## config.mk

```make
export PLATFORM = sky130hd
export DESIGN_NAME = tft_burst_reader
export DESIGN_NICKNAME = d
export VERILOG_FILES = /design/src/rtl/tft_pkg.sv /design/src/rtl/tft_tag_queue.sv /design/src/rtl/tft_burst_reader.sv
export SDC_FILE = /design/constraint.sdc
export NUM_CORES = 1
export LEC_CHECK = 0
export ABC_AREA = 1
export ABC_CLOCK_PERIOD_IN_PS = 2000
export BUFFER_PORTS_ARGS = -buffer_cell sky130_fd_sc_hd__buf_2
export CAP_MARGIN = 5
export CORE_MARGIN = 10
export CORE_UTILIZATION = 52
export CTS_CLUSTER_SIZE = 20
export DETAILED_ROUTE_END_ITERATION = 16
export MAX_ROUTING_LAYER = met4
export PLACE_DENSITY = 0.84
export SLEW_MARGIN = 20
export SYNTH_ARGS = -nofsm -noshare
export SYNTH_HDL_FRONTEND = slang
export SYNTH_SLANG_ARGS = --single-unit
```

## constraint.sdc

```tcl
create_clock -name clkSYS -period 2 [get_ports clkSYS]
set_input_delay 0.1 -clock clkSYS [delete_from_list [all_inputs] [get_ports clkSYS]]
set_output_delay 0.1 -clock clkSYS [all_outputs]
set_load 0.005 [all_outputs]
```

## src/rtl/tft_pkg.sv

```systemverilog
// Shared constants and types for the TFT burst read engine.
// Holds the default geometry, the per-burst tag and the command FSM states.
package tft_pkg;

    localparam int BURST_LEN = 4;
    localparam int TFT_AW    = 24;
    localparam int TFT_DW    = 16;

    // Per-burst bookkeeping: a stale burst still drains, but its words are dropped.
    typedef struct packed {
        logic stale;
    } tag_t;

    typedef enum logic [0:0] {
        IDLE,
        ISSUE
    } cmd_state_t;

endpackage

```

## src/rtl/tft_tag_queue.sv

```systemverilog
// Circular FIFO of burst tags, one entry per burst in flight.
// Its occupancy is the outstanding-burst count; a flush can mark every entry stale.
module tft_tag_queue
    import tft_pkg::*;
#(
    parameter int DEPTH = 2
) (
    input  logic clk,
    input  logic reset,
    input  logic push,
    input  tag_t push_tag,
    input  logic pop,
    input  logic mark_all_stale,
    output tag_t head,
    output logic empty,
    output logic full
);

    localparam int PW = (DEPTH > 1) ? $clog2(DEPTH) : 1;
    localparam int CW = $clog2(DEPTH + 1);

    tag_t          mem_q [DEPTH];
    tag_t          mem_d [DEPTH];
    logic [PW-1:0] rd_ptr_q, rd_ptr_d;
    logic [PW-1:0] wr_ptr_q, wr_ptr_d;
    logic [CW-1:0] count_q, count_d;

    function automatic logic [PW-1:0] ptr_inc(input logic [PW-1:0] p);
        return (p == PW'(DEPTH - 1)) ? '0 : p + PW'(1);
    endfunction

    always_comb begin
        // NOTE: every signal driven here gets a default first, so no path can infer a latch.
        mem_d    = mem_q;
        rd_ptr_d = rd_ptr_q;
        wr_ptr_d = wr_ptr_q;
        count_d  = count_q;

        // Marking happens before the write so a freshly pushed tag keeps its own value.
        if (mark_all_stale) begin
            for (int i = 0; i < DEPTH; i++) begin
                mem_d[i].stale = 1'b1;
            end
        end
        if (push) begin
            mem_d[wr_ptr_q] = push_tag;
            wr_ptr_d        = ptr_inc(wr_ptr_q);
        end
        if (pop) begin
            rd_ptr_d = ptr_inc(rd_ptr_q);
        end

        unique case ({push, pop})
            2'b10:   count_d = count_q + CW'(1);
            2'b01:   count_d = count_q - CW'(1);
            default: count_d = count_q;
        endcase
    end

    // NOTE: tag storage is not reset; entries are only meaningful while counted by count_q.
    always_ff @(posedge clk) begin
        mem_q <= mem_d;
    end

    always_ff @(posedge clk) begin
        // NOTE: sequential state uses non-blocking assignments so all flops update together.
        if (reset) begin
            rd_ptr_q <= '0;
            wr_ptr_q <= '0;
            count_q  <= '0;
        end else begin
            rd_ptr_q <= rd_ptr_d;
            wr_ptr_q <= wr_ptr_d;
            count_q  <= count_d;
        end
    end

    assign head  = mem_q[rd_ptr_q];
    assign empty = (count_q == '0);
    assign full  = (count_q == CW'(DEPTH));

endmodule

```

## src/rtl/tft_burst_reader.sv

```systemverilog
// Burst read engine feeding the TFT pixel fetch stage: issues fixed-length
// SDRAM bursts, returns beats one cycle later, and drops data from pre-flush bursts.
module tft_burst_reader
    import tft_pkg::*;
#(
    parameter int BURST   = BURST_LEN,
    parameter int MAX_OUT = 2,
    parameter int AW      = TFT_AW,
    parameter int DW      = TFT_DW
) (
    input  logic          clkSYS,
    input  logic          reset,
    input  logic          flush,
    input  logic          req,
    input  logic [AW-1:0] addr,
    output logic          rdy,
    output logic          ifrdy,
    output logic [DW-1:0] data,
    output logic          mem_req,
    output logic [AW-1:0] mem_addr,
    input  logic          mem_ack,
    input  logic          mem_valid,
    input  logic [DW-1:0] mem_data,
    output logic          err
);

    localparam int BW = (BURST > 1) ? $clog2(BURST) : 1;

    cmd_state_t    state_q, state_d;
    logic          mem_req_q, mem_req_d;
    logic [AW-1:0] mem_addr_q, mem_addr_d;
    logic          pend_stale_q, pend_stale_d;
    logic [BW-1:0] beat_q, beat_d;
    logic          ifrdy_q, ifrdy_d;
    logic [DW-1:0] data_q, data_d;
    logic          err_q, err_d;

    logic          q_push, q_pop, q_empty, q_full;
    tag_t          q_push_tag, q_head;
    logic          beat_ok;

    tft_tag_queue #(
        .DEPTH (MAX_OUT)
    ) u_tag_queue (
        .clk            (clkSYS),
        .reset          (reset),
        .push           (q_push),
        .push_tag       (q_push_tag),
        .pop            (q_pop),
        .mark_all_stale (flush),
        .head           (q_head),
        .empty          (q_empty),
        .full           (q_full)
    );

    // Command side: a command once raised is held until acked, never withdrawn.
    always_comb begin
        state_d      = state_q;
        mem_req_d    = mem_req_q;
        mem_addr_d   = mem_addr_q;
        pend_stale_d = pend_stale_q;
        rdy          = 1'b0;
        q_push       = 1'b0;
        q_push_tag   = '0;

        unique case (state_q)
            IDLE: begin
                // Queue full is exactly "outstanding == MAX_OUT".
                rdy = req & ~flush & ~q_full;
                if (rdy) begin
                    mem_addr_d   = addr;
                    mem_req_d    = 1'b1;
                    pend_stale_d = 1'b0;
                    state_d      = ISSUE;
                end
            end
            ISSUE: begin
                if (flush) begin
                    pend_stale_d = 1'b1;
                end
                if (mem_ack) begin
                    mem_req_d        = 1'b0;
                    q_push           = 1'b1;
                    q_push_tag.stale = pend_stale_q | flush;
                    state_d          = IDLE;
                end
            end
            default: state_d = IDLE;
        endcase
    end

    // Response side: beats with no burst in flight are a protocol error and ignored.
    always_comb begin
        beat_ok = mem_valid & ~q_empty;
        q_pop   = beat_ok & (beat_q == BW'(BURST - 1));
        beat_d  = beat_q;
        err_d   = err_q | (mem_valid & q_empty);
        ifrdy_d = beat_ok & ~q_head.stale & ~flush;
        data_d  = beat_ok ? mem_data : data_q;

        if (beat_ok) begin
            beat_d = q_pop ? '0 : beat_q + BW'(1);
        end
    end

    always_ff @(posedge clkSYS) begin
        if (reset) begin
            state_q      <= IDLE;
            mem_req_q    <= 1'b0;
            mem_addr_q   <= '0;
            pend_stale_q <= 1'b0;
            beat_q       <= '0;
            ifrdy_q      <= 1'b0;
            data_q       <= '0;
            err_q        <= 1'b0;
        end else begin
            state_q      <= state_d;
            mem_req_q    <= mem_req_d;
            mem_addr_q   <= mem_addr_d;
            pend_stale_q <= pend_stale_d;
            beat_q       <= beat_d;
            ifrdy_q      <= ifrdy_d;
            data_q       <= data_d;
            err_q        <= err_d;
        end
    end

    assign mem_req  = mem_req_q;
    assign mem_addr = mem_addr_q;
    assign ifrdy    = ifrdy_q;
    assign data     = data_q;
    assign err      = err_q;

endmodule

```

==> results by group, run 1 <==
Run status
  – Outcome: completed

Setup path
  – Reg2reg start: u_tag_queue.count_q[0]
  – Critical path peak fanout: 4
  – CP required: ~2200 ps
  – Cells on worst reg2reg path: 9
  – Setup CP Type: reg2reg
  – Kind of end point of the critical path: flop
  – CP arrival: 1720 ps
  – R2r endpoint: u_tag_queue.count_q[1]
  – Worst reg2reg setup slack: 480 ps
  – CP Launch Type: flop

Global routing
  – Largest net degree at the start of global routing: 28
  – Initial antenna violation count: 0
  – Global route overflow: 0
  – Tot GR Track Use: between 10% and 20%
  – First-pass GRT wire length: 9280 um
  – Vias in the first global route: about 2100

STA
  – Final Hold Fails: 0
  – Peak Freq: 0.6566 GHz
  – RSZ-0062 raised after global routing: no
  – # setup viols final: 0
  – Crit share post-route: around 76%
  – Setup tns final: 0 ps
  – Clk_skew: about 7.4 ps
  – Final Critical Period: 1523 ps
  – Slew Limit Fails: 0
  – Tightest Pin Transition: 519.0 ps
  – Slew Limit Headroom: 65.19%

Floorplan
  – Core area: 4384 um2
  – Initial core utilization: between 50 and 60%
  – Die extent in x: 87.40 um
  – Die Area: 7639 um2
  – Rows: 24
  – Ports: 90
  – Die height: about 87 um

Clock network
  – Sink Count: 53
  – Cts hold-fix bufs: 0
  – Num CTS Buffers: 5
  – Post-cts repair resize count: 0
  – CTS Root Cell: clkbuf_8
  – CTS H-tree lvls: 2
  – Worst-Skew Late Latency: 300 ps
  – Worst-path clk slew: around 90 ps
  – CTS tree: done
  – Max clock buf depth: 2
  – Postcts setup bufs: 0

Synthesis
  – Synth Flop Type: dfxtp_1
  – Synth area leaders: dfxtp_1 (45%), inv_1 (13%), nor2_1 (11%), nand2_1 (9.9%), nand4_1 (6.6%)
  – Seq cells post-synth: 53
  – Synthesized instance count: 348
  – Post-synth ARST share: 0%
  – Yosys top cell by area: dfxtp_1
  – Syn nets: 396
  – Number of flops mapped to enable cells by yosys: 0
  – Top cells by count, synth: inv_1 (82), nor2_1 (68), nand2_1 (62), dfxtp_1 (53), nand4_1 (25)
  – YS warnings: 0
  – Yosys top cell area share: around 45%
  – Mapped cell area: 2362 um2
  – Syn_area_per_cell: a little under 7 um2
  – Register area share after synthesis: 44.92%
  – Most frequent cell after synthesis: inv_1
  – Netlist cell types: 24

Min path
  – Hold-critical path depth: 2
  – Worst min path class: in2reg
  – Hold path start: reset
  – Hold endpoint: u_tag_queue.rd_ptr_q

Cells and area
  – Final net count: 483
  – Design area: just under 3000 um2
  – Layout area overhead: 23.04%
  – # diodes: 0
  – Layout cells sized above 1: 24.54%

Power
  – Total internal power: approximately 1.5 mW
  – Power per cell area: 707.6 nW/um2
  – Total net switching power: 546.8 uW
  – Lkg Pwr: 1.685 nW
  – Logic pwr share: between 10% and 20%
  – Part of the power in registers: a little under three fifths
  – Net Sw Frac: 26.59%
  – Worst VDD drop: approximately 0.0006 V
  – Clock power frac: between 20% and 30%

Route
  – Routed WL: 5787 um
  – DRC viols: 0
  – Routed Antenna Nets: 0
  – Per-cell routed wire length: about 12 um
  – Vias per cell: ~4.6
  – DR pass1 iterations: 4
  – Detailed-route via count: 2263
  – Initial DRC count: 82

Place
  – Placer Congestion: around 0.76
  – Placed inst area: 2826 um2
  – HPWL Detailed: 4218 um
  – Input/output buffers: just under 90

Flow run
  – Max_cap viols: 0
==> through the flow <==
stage / std cells / power [mW] / setup slack [ps] / utilization (%) / hold WS [ps]
6_report: 488 / 2.057 / 477.1 / 66.30 / 8.054
5_1_grt: 488 / 2.162 / 266.1 / 66.30 / 9.838
4_1_cts: 488 / 2.079 / 478.5 / 66.30 / 2.779
3_5_place_dp: 480 / 1.502 / 496.0 / 64.47 / 326.5
3_3_place_gp: 480 / 1.493 / 567.6 / 64.47 / 321.0
2_1_floorplan: 348 / 1.368 / 600.7 / - / 171.5
==> layout make-up <==
cell class	instances	area (um2)
clock buffers	8	80.08
flip-flops and latches	53	1061
fillers	404	1478
well taps	52	65.06
repair buffers	94	483.0
multi-input cells	195	892.1
inverters	86	325.3
==> worst max path at each step <==
stage / from / end
after CTS: u_tag_queue.count_q[1] / u_tag_queue.count_q[1]
after floorplan: beat_q[0] / u_tag_queue.count_q[1]
final: u_tag_queue.count_q[0] / u_tag_queue.count_q[1]
after global routing: u_tag_queue.count_q[1] / u_tag_queue.count_q[1]
after detailed placement: u_tag_queue.count_q[0] / u_tag_queue.count_q[1]
after global placement: beat_q[0] / u_tag_queue.count_q[1]
==> layout by cell type, fill, tap and decap left out, drive strengths merged <==
master | Yosys | routed
nand2 | 64 | 64
inv | 84 | 84
clkbuf | 5 | 8
buf | 9 | 94
a31oi | 1 | 1
xor2 | 1 | 1
nand4 | 25 | 25
nand3 | 3 | 3
a21oi | 8 | 8
nor2 | 69 | 69
o211ai | 1 | 1
clkinv | 2 | 2
or2 | 2 | 2
o21ai | 18 | 18
dfxtp | 53 | 53
ha | 2 | 2
and3 | 1 | 1
==> routing by layer <==
metal,up-vias,part of all wire [%],track usage [%]
li1,1207,-,-
met1,986,41,15.96
met2,66,49,25.53
met3,4,9.0,6.461
met4,0,0.57,3.913
met5,-,0,-
==> power groups by stage <==
stage,clock [mW],combinational [mW],sequential [mW]
6_report,0.584,0.325,1.15
5_1_grt,0.628,0.380,1.15
4_1_cts,0.599,0.332,1.15
3_5_place_dp,0,0.329,1.17
3_3_place_gp,0,0.323,1.17
2_1_floorplan,0,0.192,1.18
==> critical path, cell delays in order (launching register included) <==
cell and delay (ps):
dfxtp_1 400, inv_2 70, nand2_1 110, nand3_1 130, inv_1 80, ha_1 240
a21oi_1 180, nand3_1 100, nand2_1 70, nor2_1 50
==> cell families after synthesis <==
| logic type | Yosys count | share of synthesized area [%] |
|---|---|---|
| AO/OA/AOI/OAI | 28 | 6.092 |
| XOR/XNOR | 1 | 0.3708 |
| flip-flops | 53 | 44.92 |
| adder cells (fa/ha/maj) | 2 | 1.059 |
| AND/OR/NAND/NOR | 164 | 30.24 |
| buffers and inverters | 100 | 17.32 |
==> flip-flops by register name (all words and copies together) (netlist names) <==
register / cells
state_q: 1
ifrdy: 1
pend_stale_q: 1
mem_addr: 24
beat_q: 2
mem_req: 1
data: 16
u_tag_queue.wr_ptr_q: 1
err: 1
u_tag_queue.mem_q: 2
u_tag_queue.count_q: 2
u_tag_queue.rd_ptr_q: 1
Note: power is estimated with default switching activity, not from simulation.
==> run 2, diff against run 1 <==
--- a/config.mk
+++ b/config.mk
@@ -6,15 +6,15 @@
 export NUM_CORES = 1
 export LEC_CHECK = 0
 export ABC_AREA = 1
-export ABC_CLOCK_PERIOD_IN_PS = 2000
+export ABC_CLOCK_PERIOD_IN_PS = 1300
 export BUFFER_PORTS_ARGS = -buffer_cell sky130_fd_sc_hd__buf_2
 export CAP_MARGIN = 5
 export CORE_MARGIN = 10
-export CORE_UTILIZATION = 52
+export CORE_UTILIZATION = 44
 export CTS_CLUSTER_SIZE = 20
 export DETAILED_ROUTE_END_ITERATION = 16
 export MAX_ROUTING_LAYER = met4
-export PLACE_DENSITY = 0.84
+export PLACE_DENSITY = 0.76
 export SLEW_MARGIN = 20
 export SYNTH_ARGS = -nofsm -noshare
 export SYNTH_HDL_FRONTEND = slang
==> constraint.sdc (replaced) <==
create_clock -name clkSYS -period 1.3 [get_ports clkSYS]
set_input_delay 0.065 -clock clkSYS [delete_from_list [all_inputs] [get_ports clkSYS]]
set_output_delay 0.065 -clock clkSYS [all_outputs]
set_load 0.005 [all_outputs]
==> results by group, run 2 (synthesized netlist as in run 1, its figures left out) <==
Power
  – Clock power frac: 31.5% (+3.1 points)
  – Logic pwr share: 16.8% (+1.0 points)
  – Lkg Pwr: 1.816 nW (+7.8%)
  – Total power draw: 3.422 mW (+66%)
  – Total net switching power: 875.4 uW (+60%)
  – Part of the power in registers: 51.6% (-4.2 points)
  – Total internal power: 2.546 mW (+69%)
  – Worst VDD drop: 0.0005716 V (-2.1%)
  – Net Sw Frac: 25.58% (-1.0 points)
  – Power per cell area: 1052 nW/um2 (+49%)

STA
  – Slew Limit Fails: 0 (unchanged)
  – Final Hold Fails: 0 (unchanged)
  – Tightest Pin Transition: 288.7 ps (-230.3 ps)
  – Slew Limit Headroom: 80.71% (+16 points)
  – Final Critical Period: 1322 ps (-201.3 ps)
  – RSZ-0062 raised after global routing: yes
  – Crit share post-route: 101.7% (+26 points)
  – Clk_skew: 5.226 ps (-2.194 ps)
  – Peak Freq: 0.7566 GHz (+15%)
  – # setup viols final: 2 (+2)
  – Final worst slack: -21.64 ps (-498.7 ps)

Global routing
  – Initial antenna violation count: 0 (unchanged)
  – Vias in the first global route: 2256 (+8.0%)
  – Largest net degree at the start of global routing: 33 (+18%)
  – Global route overflow: 0 (unchanged)
  – Tot GR Track Use: 15.10% (-0.077 points)
  – First-pass GRT wire length: 10410 um (+12%)

Floorplan
  – Die extent in x: 93.27 um (+6.7%)
  – Initial core utilization: 45.67% (-8.2 points)
  – Die height: 93.27 um (+6.7%)
  – Die Area: 8699 um2 (+14%)
  – Rows: 26 (+8.3%)
  – Ports: 90 (unchanged)
  – Core area: 5172 um2 (+18%)

Setup path
  – CP arrival: 1530 ps (-190 ps)
  – Setup CP Type: reg2reg
  – Worst path slowest cell: dfxtp_2
  – Worst path cell trace: inv_2 > nand2_4 > nand3_4 > inv_2 > ha_4 > buf_6 > xor2_1 > nor2_1
  – CP max stage delay: 340 ps (-60 ps)
  – Kind of end point of the critical path: flop
  – Top delay family on crit path: flip-flops
  – CP required: 1510 ps (-690 ps)
  – Most frequent CP cell: inv_2
  – CP Launch Type: flop
  – Worst reg2reg setup slack: -20 ps (-500 ps)
  – Worst path bufs/invs: 3 (+1)
  – Critical path peak fanout: 3 (-1)

Route
  – Routed WL: 6435 um (+11%)
  – DRC viols: 0 (unchanged)
  – Vias per cell: 4.403 (-5.1%)
  – Per-cell routed wire length: 12.16 um (+2.6%)
  – Detailed-route via count: 2329 (+2.9%)
  – Initial DRC count: 76 (-7.3%)
  – Routed Antenna Nets: 0 (unchanged)
  – DR pass1 iterations: 4 (unchanged)

Clock network
  – CTS H-tree lvls: 2 (unchanged)
  – Max clock buf depth: 2 (unchanged)
  – Worst-Skew Late Latency: 310 ps (about the same)
  – Sink Count: 53 (unchanged)
  – Worst-path clk slew: 90 ps (about the same)
  – CTS Root Cell: clkbuf_8
  – Num CTS Buffers: 5 (unchanged)
  – CTS tree: done

Cells and area
  – # diodes: 0 (unchanged)
  – Most frequent cells in the layout: buf_2 (89), inv_1 (80), nor2_1 (68)
  – Layout cells sized above 1: 30.94% (+6.4 points)
  – Max reg flops: 24 (unchanged)
  – Final net count: 507 (+5.0%)
  – Layout area overhead: 37.71%
  – Design area: 3253 um2 (+12%)
  – Most common cell after layout, fill and taps aside: buf_2

Place
  – Input/output buffers: 89 (unchanged)
  – Placed inst area: 2970 um2 (+5.1%)
  – Placer Congestion: 0.7635 (+0.20%)
  – HPWL Detailed: 4433 um (+5.1%)

Run status
  – Outcome: finished with violations
  – Violated checks: setup timing

Min path
  – Worst min path class: in2reg

Flow run
  – Max_cap viols: 0 (unchanged)
## run 2: cell types whose count changed in the layout (fill, tap and decap cells not counted), sizes merged
cell,before,now
buf,94,111
bufinv,0,1
clkbuf,8,5
dlygate4sd3,0,6
inv,84,85
nand3,3,4
## run 2: stage by stage
stage,utilization [%],std cells,setup TNS [ps],setup WS (ps),hold WS [ps]
floorplan,-,348,0,3.182,136.5
global placement,57.43,508,0,14.72,298.5
detailed placement,57.43,508,-46.33,-30.45,311.0
CTS,61.93,527,-8.131,-8.131,0.8263
global route,62.89,529,-223.1,-78.71,14.70
finish,62.89,529,-39.07,-21.64,3.926
## run 2: worst reg2reg max path, delay by kind of cell (launching register included)
family | cells | cell delay, ps
DFF | 1 | 340
adders and majority gates | 1 | 280
buffers and inverters | 3 | 240
and+or+nand+nor | 3 | 220
xor gates and xnor gates | 1 | 150
## run 2: path summary, 6_finish.rpt
path / start / to / cells past startpoint
setup reg to reg: u_tag_queue.count_q[0] / u_tag_queue.count_q[0] / 8
hold reg to reg: mem_req / mem_req / 2
hold / removal: mem_data[11] / data[11] / 3
setup / recovery: u_tag_queue.count_q[0] / u_tag_queue.count_q[0] / 8
## run 2: repair_timing
item,in CTS,in global routing
hold buffers,6,0
pin swaps,5,6
hold endpoints to repair,8,0
setup endpoints to repair,3,16
gates cloned,1,0
gates resized for setup,7,8
setup buffers,5,3
## run 2: routing by layer
metal  GRT usage, %  wire length [um]  vias to the layer above  part of all wire, %
met5              -                 0                        -                    0
met4          7.712               146                        0                  2.3
met3          3.597               356                       11                  5.5
met2          25.87              3104                       61                   48
met1          15.83              2827                      992                   44
li1               -                 -                     1265                    -
## run 2: layout make-up
type | count | area [um2]
fillers | 483 | 1919
flip-flops and latches | 53 | 1066
multi-input cells | 196 | 979.7
repair buffers | 117 | 690.7
inverters | 86 | 325.3
well taps | 70 | 87.58
clock buffers | 5 | 68.82
clock inverters | 2 | 35.03
## run 2: power by group through the flow
stage / registers [mW] / clock network, mW / logic, mW
after floorplan: 1.81 / 0 / 0.300
after global placement: 1.80 / 0 / 0.528
after detailed placement: 1.80 / 0 / 0.538
after CTS: 1.77 / 1.11 / 0.569
after global routing: 1.78 / 1.18 / 0.667
final: 1.77 / 1.08 / 0.576
